===== src/rtl/hs_arb_pkg.sv =====
// +----------------------------------------------------------------------------+
// | hs_arb_pkg                                                                 |
// | Shared types and sizing helpers for the handshake channel arbiter.         |
// | Revision: 1.0                                                              |
// +----------------------------------------------------------------------------+
`timescale 1ns/1ps
`default_nettype none

package hs_arb_pkg;

  typedef enum logic [2:0] {
    IDLE    = 3'd0,
    SETUP   = 3'd1,
    WAIT_HI = 3'd2,
    WAIT_LO = 3'd3,
    DRAIN   = 3'd4
  } state_e;

  localparam int DEF_SETUP_CYC = 2;
  localparam int DEF_TIMEOUT   = 255;

  // One counter serves both the setup delay and the ack timeout.
  function automatic int cnt_width(input int setup_cyc, input int timeout);
    int a;
    int b;
    a = $clog2(setup_cyc + 1);
    b = $clog2(timeout + 1);
    if (a < 1) a = 1;
    return (a > b) ? a : b;
  endfunction

endpackage

`default_nettype wire


===== src/rtl/sync_ff.sv =====
// +----------------------------------------------------------------------------+
// | sync_ff                                                                    |
// | Multi-flop synchronizer for a single asynchronous level, resets to 0.      |
// | Revision: 1.0                                                              |
// +----------------------------------------------------------------------------+
`timescale 1ns/1ps
`default_nettype none

module sync_ff
  import hs_arb_pkg::*;
#(
  parameter int STAGES = 2
) (
  input  logic clk_i,
  input  logic rst_ni,
  input  logic d_i,
  output logic q_o
);

  logic [STAGES-1:0] sync_q;
  logic [STAGES-1:0] sync_d;

  always_comb begin
    sync_d = {sync_q[STAGES-2:0], d_i};
  end

  always_ff @(posedge clk_i or negedge rst_ni) begin
    if (!rst_ni) begin
      sync_q <= '0;
    end else begin
      sync_q <= sync_d;
    end
  end

  assign q_o = sync_q[STAGES-1];

endmodule

`default_nettype wire


===== src/rtl/hs_channel_arbiter.sv =====
// +----------------------------------------------------------------------------+
// | hs_channel_arbiter                                                         |
// | Round-robin arbiter driving one 4-phase bundled-data channel.              |
// | Revision: 1.0                                                              |
// +----------------------------------------------------------------------------+
`timescale 1ns/1ps
`default_nettype none

module hs_channel_arbiter
  import hs_arb_pkg::*;
#(
  parameter int N_REQ       = 4,
  parameter int DATA_W      = 32,
  parameter int SETUP_CYC   = DEF_SETUP_CYC,
  parameter int SYNC_STAGES = 2,
  parameter int TIMEOUT     = DEF_TIMEOUT
) (
  input  logic                      clk_i,
  input  logic                      rst_ni,
  input  logic [N_REQ-1:0]          req_i,
  input  logic [N_REQ*DATA_W-1:0]   data_i,
  output logic [N_REQ-1:0]          done_o,
  output logic                      err_o,
  output logic                      busy_o,
  output logic [$clog2(N_REQ)-1:0]  gnt_idx_o,
  output logic                      req_out_o,
  output logic [DATA_W-1:0]         data_out_o,
  input  logic                      ack_out_i
);

  localparam int IDX_W = $clog2(N_REQ);
  localparam int CNT_W = cnt_width(SETUP_CYC, TIMEOUT);
  localparam logic [CNT_W-1:0] SETUP_LAST = CNT_W'(SETUP_CYC - 1);
  localparam logic [CNT_W-1:0] TO_LAST    = CNT_W'(TIMEOUT - 1);
  localparam logic [IDX_W-1:0] IDX_MAX    = IDX_W'(N_REQ - 1);

  state_e              state_q, state_d;
  logic [CNT_W-1:0]    cnt_q, cnt_d;
  logic [IDX_W-1:0]    ptr_q, ptr_d;
  logic [IDX_W-1:0]    gnt_idx_q, gnt_idx_d;
  logic [DATA_W-1:0]   data_out_q, data_out_d;
  logic                req_out_q, req_out_d;
  logic [N_REQ-1:0]    done_q, done_d;
  logic                err_q, err_d;

  logic                w_ack_s;
  logic                w_sel_vld;
  logic [IDX_W-1:0]    w_sel_idx;
  logic [IDX_W-1:0]    w_rr_idx;
  logic                w_to_hit;

  sync_ff #(.STAGES(SYNC_STAGES)) u_ack_sync (
    .clk_i  (clk_i),
    .rst_ni (rst_ni),
    .d_i    (ack_out_i),
    .q_o    (w_ack_s)
  );

  // First set request at or after the pointer, wrapping around.
  always_comb begin
    w_sel_vld = 1'b0;
    w_sel_idx = '0;
    w_rr_idx  = '0;
    for (int i = 0; i < N_REQ; i++) begin
      w_rr_idx = IDX_W'((int'(ptr_q) + i) % N_REQ);
      if (!w_sel_vld && req_i[w_rr_idx]) begin
        w_sel_vld = 1'b1;
        w_sel_idx = w_rr_idx;
      end
    end
  end

  assign w_to_hit = (TIMEOUT != 0) && (cnt_q == TO_LAST);

  always_comb begin
    state_d    = state_q;
    cnt_d      = cnt_q;
    ptr_d      = ptr_q;
    gnt_idx_d  = gnt_idx_q;
    data_out_d = data_out_q;
    req_out_d  = req_out_q;
    done_d     = '0;
    err_d      = 1'b0;
    case (state_q)
      IDLE: begin
        if (w_sel_vld) begin
          gnt_idx_d  = w_sel_idx;
          ptr_d      = (w_sel_idx == IDX_MAX) ? '0 : w_sel_idx + 1'b1;
          data_out_d = data_i[int'(w_sel_idx)*DATA_W +: DATA_W];
          cnt_d      = '0;
          state_d    = SETUP;
        end
      end
      SETUP: begin
        if (cnt_q == SETUP_LAST) begin
          req_out_d = 1'b1;
          cnt_d     = '0;
          state_d   = WAIT_HI;
        end else begin
          cnt_d = cnt_q + 1'b1;
        end
      end
      WAIT_HI: begin
        if (w_ack_s) begin
          req_out_d = 1'b0;
          cnt_d     = '0;
          state_d   = WAIT_LO;
        end else if (w_to_hit) begin
          req_out_d = 1'b0;
          state_d   = DRAIN;
        end else begin
          cnt_d = cnt_q + 1'b1;
        end
      end
      WAIT_LO: begin
        if (!w_ack_s) begin
          done_d[gnt_idx_q] = 1'b1;
          state_d           = IDLE;
        end else if (w_to_hit) begin
          state_d = DRAIN;
        end else begin
          cnt_d = cnt_q + 1'b1;
        end
      end
      DRAIN: begin
        // The async stage must return to zero before the channel is reused.
        if (!w_ack_s) begin
          done_d[gnt_idx_q] = 1'b1;
          err_d             = 1'b1;
          state_d           = IDLE;
        end
      end
      default: state_d = IDLE;
    endcase
  end

  always_ff @(posedge clk_i or negedge rst_ni) begin
    if (!rst_ni) begin
      state_q    <= IDLE;
      cnt_q      <= '0;
      ptr_q      <= '0;
      gnt_idx_q  <= '0;
      data_out_q <= '0;
      req_out_q  <= 1'b0;
      done_q     <= '0;
      err_q      <= 1'b0;
    end else begin
      state_q    <= state_d;
      cnt_q      <= cnt_d;
      ptr_q      <= ptr_d;
      gnt_idx_q  <= gnt_idx_d;
      data_out_q <= data_out_d;
      req_out_q  <= req_out_d;
      done_q     <= done_d;
      err_q      <= err_d;
    end
  end

  assign done_o     = done_q;
  assign err_o      = err_q;
  assign busy_o     = (state_q != IDLE);
  assign gnt_idx_o  = gnt_idx_q;
  assign req_out_o  = req_out_q;
  assign data_out_o = data_out_q;

endmodule

`default_nettype wire


===== config.mk =====
export PLATFORM = sky130hd
export DESIGN_NAME = hs_channel_arbiter
export DESIGN_NICKNAME = d
export VERILOG_FILES = /design/src/rtl/hs_arb_pkg.sv /design/src/rtl/sync_ff.sv /design/src/rtl/hs_channel_arbiter.sv
export SDC_FILE = /design/constraint.sdc
export NUM_CORES = 1
export LEC_CHECK = 0
export BUFFER_PORTS_ARGS = -buffer_cell sky130_fd_sc_hd__buf_2
export CORE_MARGIN = 10
export CORE_UTILIZATION = 43
export DETAILED_ROUTE_END_ITERATION = 10
export GPL_TIMING_DRIVEN = 0
export PLACE_DENSITY = 0.85
export SYNTH_ARGS = -nofsm -noshare
export SYNTH_HDL_FRONTEND = slang
export SYNTH_SLANG_ARGS = --single-unit

===== constraint.sdc =====
create_clock -name clk_i -period 6.05 [get_ports clk_i]
set_input_delay 1.815 -clock clk_i [delete_from_list [all_inputs] [get_ports clk_i]]
set_output_delay 1.815 -clock clk_i [all_outputs]
set_load 0.05 [all_outputs]

# --- Word level (Yosys, flattened, before mapping) ---
# Cells that the tools add are included.
totals:
  romBits: 0
  latchBits: 0
  register_bits: 55
  memories: 0
  output_inout_bits: 41
  mem_bits_rw: 0
  wordCells: 89
classes:
  order_cmp: 6
  add_sub_neg: 5
  mul: 0
  div: 0
  reduce_logical: 16
  n_bitwise: 0
  n_shift: 1
  n_mux: 40
  n_eq_ne: 12
op_table:
  columns: ["op", "count"]
  rows:
  - ["$shiftx A128 B8 Y32", 1]
  - ["$mux W8", 5]
  - ["$pmux W8 S4", 1]
  - ["$mux W3", 6]
  - ["$lt A2 B3 Y1 const B", 5]
  - ["$pmux W3 S5", 1]
  - ["$mux W1", 14]
  - ["$mux W2", 5]
  - ["$reduce_and A3 Y1", 3]
  - ["$add A8 B1 Y8 const B", 1]
  - ["$bmux W1 S2", 4]
  - ["$eq A8 B1 Y1 const B", 1]
  - ["$eq A8 B8 Y1 const B", 1]
  - ["$mux W4", 2]
  - ["$eq A3 B2 Y1 const B", 2]
  - ["$ne A2 B2 Y1 const B", 3]
  - ["$add A2 B1 Y2 const B", 2]
  - ["$add A2 B2 Y2 const B", 2]
  - ["$logic_and A1 B1 Y1", 4]
  - ["$reduce_bool A4 Y1", 1]
  - ["$eq A3 B1 Y1 const B", 1]
  - ["$eq A3 B3 Y1 const B", 1]
  - ["$logic_not A1 Y1", 3]
  - ["$logic_not A3 Y1", 1]
  - ["other kinds (10)", 10]

# --- Logic depth before layout (Yosys ltp) ---
depth:
  depth_word: 14
  mapped_depth: 8
  mapped_depth_nobuf: 7

# --- Modules after synthesis ---
# From an unflattened synthesis, not the netlist that was laid out.
hier_totals:
  hier_cells: 362
  area_unflattened_um2: 3524.6
by_module_without_submodules:
  columns: ["mod", "n_inst", "seq_area_each_um2", "area_each_um2", "cells_each"]
  rows:
  - ["hs_channel_arbiter", 1, 1326.3, 3474.6, 360]
  - ["sync_ff", 1, 50.0, 50.0, 2]

# --- Worst setup path after synthesis ---
# No wires, ideal clock.
synth_timing:
  kind: "input to register"
  startpoint: "in req_i[0]"
  endpoint: "reg data_out_q[10], in the netlist data_out_o[10]"
  stages: 8
  setup_ps: 132
  t_arrival_ps: 3057
  setup_slack_ps: 2861
  path_cell_list: "a21o_1 -> a21oi_1 -> o22a_1 -> clkbuf_1 -> buf_4 -> buf_4 -> mux2i_1 -> o221ai_2"
synth_via:
  elab_chain_cells: 13
  elab_cells_between_ends: 24
  classes_between: "shift (1); mux (16); reduce/logical (7)"
synth_rtl:
  columns: ["item", "line_no", "rtl"]
  rows:
  - ["start, declared", "hs_channel_arbiter.sv:20", "input logic [N_REQ-1:0] req_i,"]
  - ["$bmux W1 S2", "hs_channel_arbiter.sv:66", "if (!w_sel_vld && req_i[w_rr_idx]) begin"]
  - ["$mux W1 (implied by the code)", "hs_channel_arbiter.sv:66", null]
  - ["$mux W1", "hs_channel_arbiter.sv:66", null]
  - ["$logic_not A1 Y1", "hs_channel_arbiter.sv:66", null]
  - ["$logic_and A1 B1 Y1", "hs_channel_arbiter.sv:66", null]
  - ["$mux W1", "hs_channel_arbiter.sv:66", null]
  - ["$logic_not A1 Y1", "hs_channel_arbiter.sv:66", null]
  - ["$logic_and A1 B1 Y1", "hs_channel_arbiter.sv:66", null]
  - ["$mux W1", "hs_channel_arbiter.sv:66", null]
  - ["$logic_not A1 Y1", "hs_channel_arbiter.sv:66", null]
  - ["$logic_and A1 B1 Y1", "hs_channel_arbiter.sv:66", null]
  - ["$mux W2 or $mux W1 (tied branches)", "hs_channel_arbiter.sv:66", null]
  - ["$shiftx A128 B8 Y32 or $reduce_and A2 Y1 (tied branches)", null, null]
  - ["end signal, assigned", "hs_channel_arbiter.sv:152", "data_out_q <= data_out_d;"]
  - ["end, declared", "hs_channel_arbiter.sv:41", "logic [DATA_W-1:0] data_out_q, data_out_d;"]
# Several ways; a longest one is shown, not always the timed one. The select of a mux whose other input is x is not followed.
# A chain may end at the register's enable or synchronous reset.

# --- Worst setup path in the final report ---
layout_timing:
  startpoint: "in req_i[0]"
  endpoint: "reg data_out_q[1], in the netlist data_out_o[1]"
# Same word-level chain as after synthesis.

==> results.sh <==
export IMPL_drc=0
export IMPL_dp_worst_setup_slack_ns=2.361
export IMPL_status="finished clean"
export IMPL_placed_area_mm2=0.004474
export IMPL_area_growth_pct=31.98
export IMPL_p_sw_share_pct=51.32
export IMPL_syn_cell_area_mm2=0.003471
export IMPL_p_comb_share_pct=63.5
export IMPL_wl_per_cell_um=18.06
export IMPL_startpoint_type="primary input"
export IMPL_r2r_end="data_out_o[6]"
export IMPL_timing_fmax_mhz=299.0
export IMPL_fp_row_count=32
export IMPL_grtUsageTotal_pct=17.78
export IMPL_power_total_mw=2.248
export IMPL_crit_fanout=10
export IMPL_rr_worst_depth=7
export IMPL_pwr_share_seq_pct=26.6
export IMPL_synth_top_cell_by_area="dfrtp_1"
export IMPL_design_core_area_mm2=0.007807
export IMPL_seq_area_frac_synth_pct=39.65
export IMPL_p_leak_nw=2.324
export IMPL_final_antenna_net_count=0
export IMPL_grt_max_degree=56
export IMPL_hpwlAfterDp_mm=8.780
export IMPL_synth_most_common_cell="mux2i_1"
export IMPL_ys_types=45
export IMPL_final_cell_area_mm2=0.004581
export IMPL_ys_warnings_count=0
export IMPL_clock_skew_final_ns=0.009959
export IMPL_avgSynthCellArea_um2=10.85
export IMPL_syn_nets=458
export IMPL_holdBufCountCts=0
export IMPL_irDropWorstVdd_mv=0.2512
export IMPL_synth_cells=320
export IMPL_fin_nets=640
export IMPL_maxCapViolCount=0
export IMPL_antenna_found_initial=1
export IMPL_worst_ep_required_time_ns=6.23
export IMPL_first_global_vias=3615
export IMPL_crit_type="in -> reg"
export IMPL_timing_final_crit_share_pct=55.29
export IMPL_start_util_pct=44.46
export IMPL_p_clk_share_pct=10.0
export IMPL_cp_end_kind="flop"
export IMPL_worstHoldPathType="reg -> reg"
export IMPL_setup_violations=0
export IMPL_setup_tns_ns=0
export IMPL_r2r_start="state_q[2]"
export IMPL_netlist_top_cells_count="mux2i_1, dfrtp_1, nand2_1, o221ai_2, o21ai_0"
export IMPL_clock_latency_ns=0.30
export IMPL_cts_buffers=5
export IMPL_p_switching_mw=1.154
export IMPL_crit_arrival_ns=3.52
export IMPL_grt_ovfl_total=0
export IMPL_cts_root_buf="clkbuf_8"
export IMPL_via_per_inst=5.334
export IMPL_ys_flop_type="dfrtp_1"
export IMPL_powerDensity_mw_per_mm2=490.8
export IMPL_num_vias=3227
export IMPL_grt_pass1_wl_mm=17.42
export IMPL_drive_above_1_share_pct=47.12
export IMPL_cts_tree="done"
export IMPL_yosysTopAreaCellShare_pct=39.65
export IMPL_internal_power_mw=1.094
export IMPL_fp_dieH_um=109.8
export IMPL_tightest_slew_ns=0.6835
export IMPL_cts_buffer_depth=2
export IMPL_async_reset_ff_share_pct=100.0
export IMPL_synth_area_leaders="dfrtp_1, mux2i_1, o221ai_2"
export IMPL_grt_setup_unrepaired="no"
export IMPL_ys_seq_elements=55
export IMPL_antenna_cells=0
export IMPL_die_area_mm2=0.01206
export IMPL_reg2reg_slack_ns=3.90
export IMPL_drt_first_iter_violations=162
export IMPL_final_util_pct=58.67
export IMPL_hold_viol=0
export IMPL_port_buffers=175
export IMPL_gp_congestion=0.8740
export IMPL_fin_crit_ns=3.345
export IMPL_cts_resized=0
export IMPL_cts_setup_buffers=0
export IMPL_routed_wl_mm=10.93
export IMPL_relSlewSlack_pct=54.44
export IMPL_cts_sinks=55
export IMPL_drt_pass1_iter_count=4
export IMPL_crit_path_start="req_i[0]"
export IMPL_slew_violations=0
export IMPL_final_setup_worst_slack_ns=2.705
export IMPL_dieWidth_um=109.8
export IMPL_synth_edf_count=0
export IMPL_path_clk_slew_ns=0.10
export IMPL_ioPinCount=176
export IMPL_htree_levels=2
export IMPL_cp_endpoint="data_out_o[1]"
flip-flops by register name, summed over array words and instances (netlist names):
register / flops
done_o: 4
state_q: 3
cnt_q: 8
data_out_o: 32
err_o: 1
ptr_q: 2
req_out_o: 1
gnt_idx_o: 2
u_ack_sync.sync_q: 2
critical path, stage by stage:
cell      delay, ns
buf_2          0.13
a21o_1         0.18
a21oi_1        0.14
o22a_1         0.16
clkbuf_1       0.13
buf_4          0.22
buf_4          0.28
mux2i_1        0.33
o221ai_2       0.14
cell type report:
class,count,area [um^2]
multi-input cells,229,1873
flip-flops and latches,55,1376
clock buffers,7,96.34
clock inverters,1,7.507
repair buffers,175,878.3
inverters,11,41.29
fillers,676,3227
plain buffers,25,180.2
well taps,102,127.6
per-layer routing:
metal	part of all wire, %	wire length [um]	GRT usage (%)	vias up
li1	-	-	-	1548
met1	40	4381	20.85	1522
met2	51	5544	30.78	143
met3	7.7	845	4.740	14
met4	1.4	157	5.762	0
met5	0	0	0	-
power by group through the flow:
stage	clock (mW)	combinational, mW	sequential (mW)
floorplan	0	0.696	0.992
global placement	0	1.41	0.594
detailed placement	0	1.45	0.599
CTS	0.230	1.44	0.596
global route	0.243	1.54	0.615
finish	0.224	1.43	0.597
how the worst min path moves through the flow:
stage | to | from | slack [ns] | cells after the start
5_1_grt | u_ack_sync.sync_q[1] | u_ack_sync.sync_q[0] | 0.38 | 0
6_report | u_ack_sync.sync_q[1] | u_ack_sync.sync_q[0] | 0.36 | 0
3_3_place_gp | u_ack_sync.sync_q[1] | u_ack_sync.sync_q[0] | 0.33 | 0
3_5_place_dp | u_ack_sync.sync_q[1] | u_ack_sync.sync_q[0] | 0.34 | 0
4_1_cts | u_ack_sync.sync_q[1] | u_ack_sync.sync_q[0] | 0.36 | 0
2_1_floorplan | u_ack_sync.sync_q[1] | u_ack_sync.sync_q[0] | 0.33 | 0
placed cells by master, fill, tap and decap left out, drive strengths merged, types with 2 or more instances in the layout:
master    n
clkbuf   15
nor3      3
o221ai   32
and3b     2
nor2     10
or2       2
or3       6
a21oi    13
o41ai     2
nand3     3
inv      11
a21o      2
buf     192
dfrtp    55
nand2b    5
o22ai     2
nand2    44
nor4      3
nor3b     2
o21ai    15
mux2i    64
ha        3
kinds of logic after synthesis:
logic type / Yosys count / share of synthesized area (%)
fa+ha+maj: 4 / 1.370
compound gates: 75 / 21.77
mux: 65 / 18.78
simple gates: 84 / 11.79
buf+inv: 36 / 6.381
xor+xnor: 1 / 0.2524
flops: 55 / 39.65
per-stage QoR:
stage / hold WS (ns) / instances
after global placement: 0.3332 / 597
final: 0.3621 / 605
after global routing: 0.3794 / 605
after detailed placement: 0.3356 / 597
after floorplan: 0.3312 / 320
after CTS: 0.3598 / 605
No activity file was read; power rests on OpenSTA's default activity.
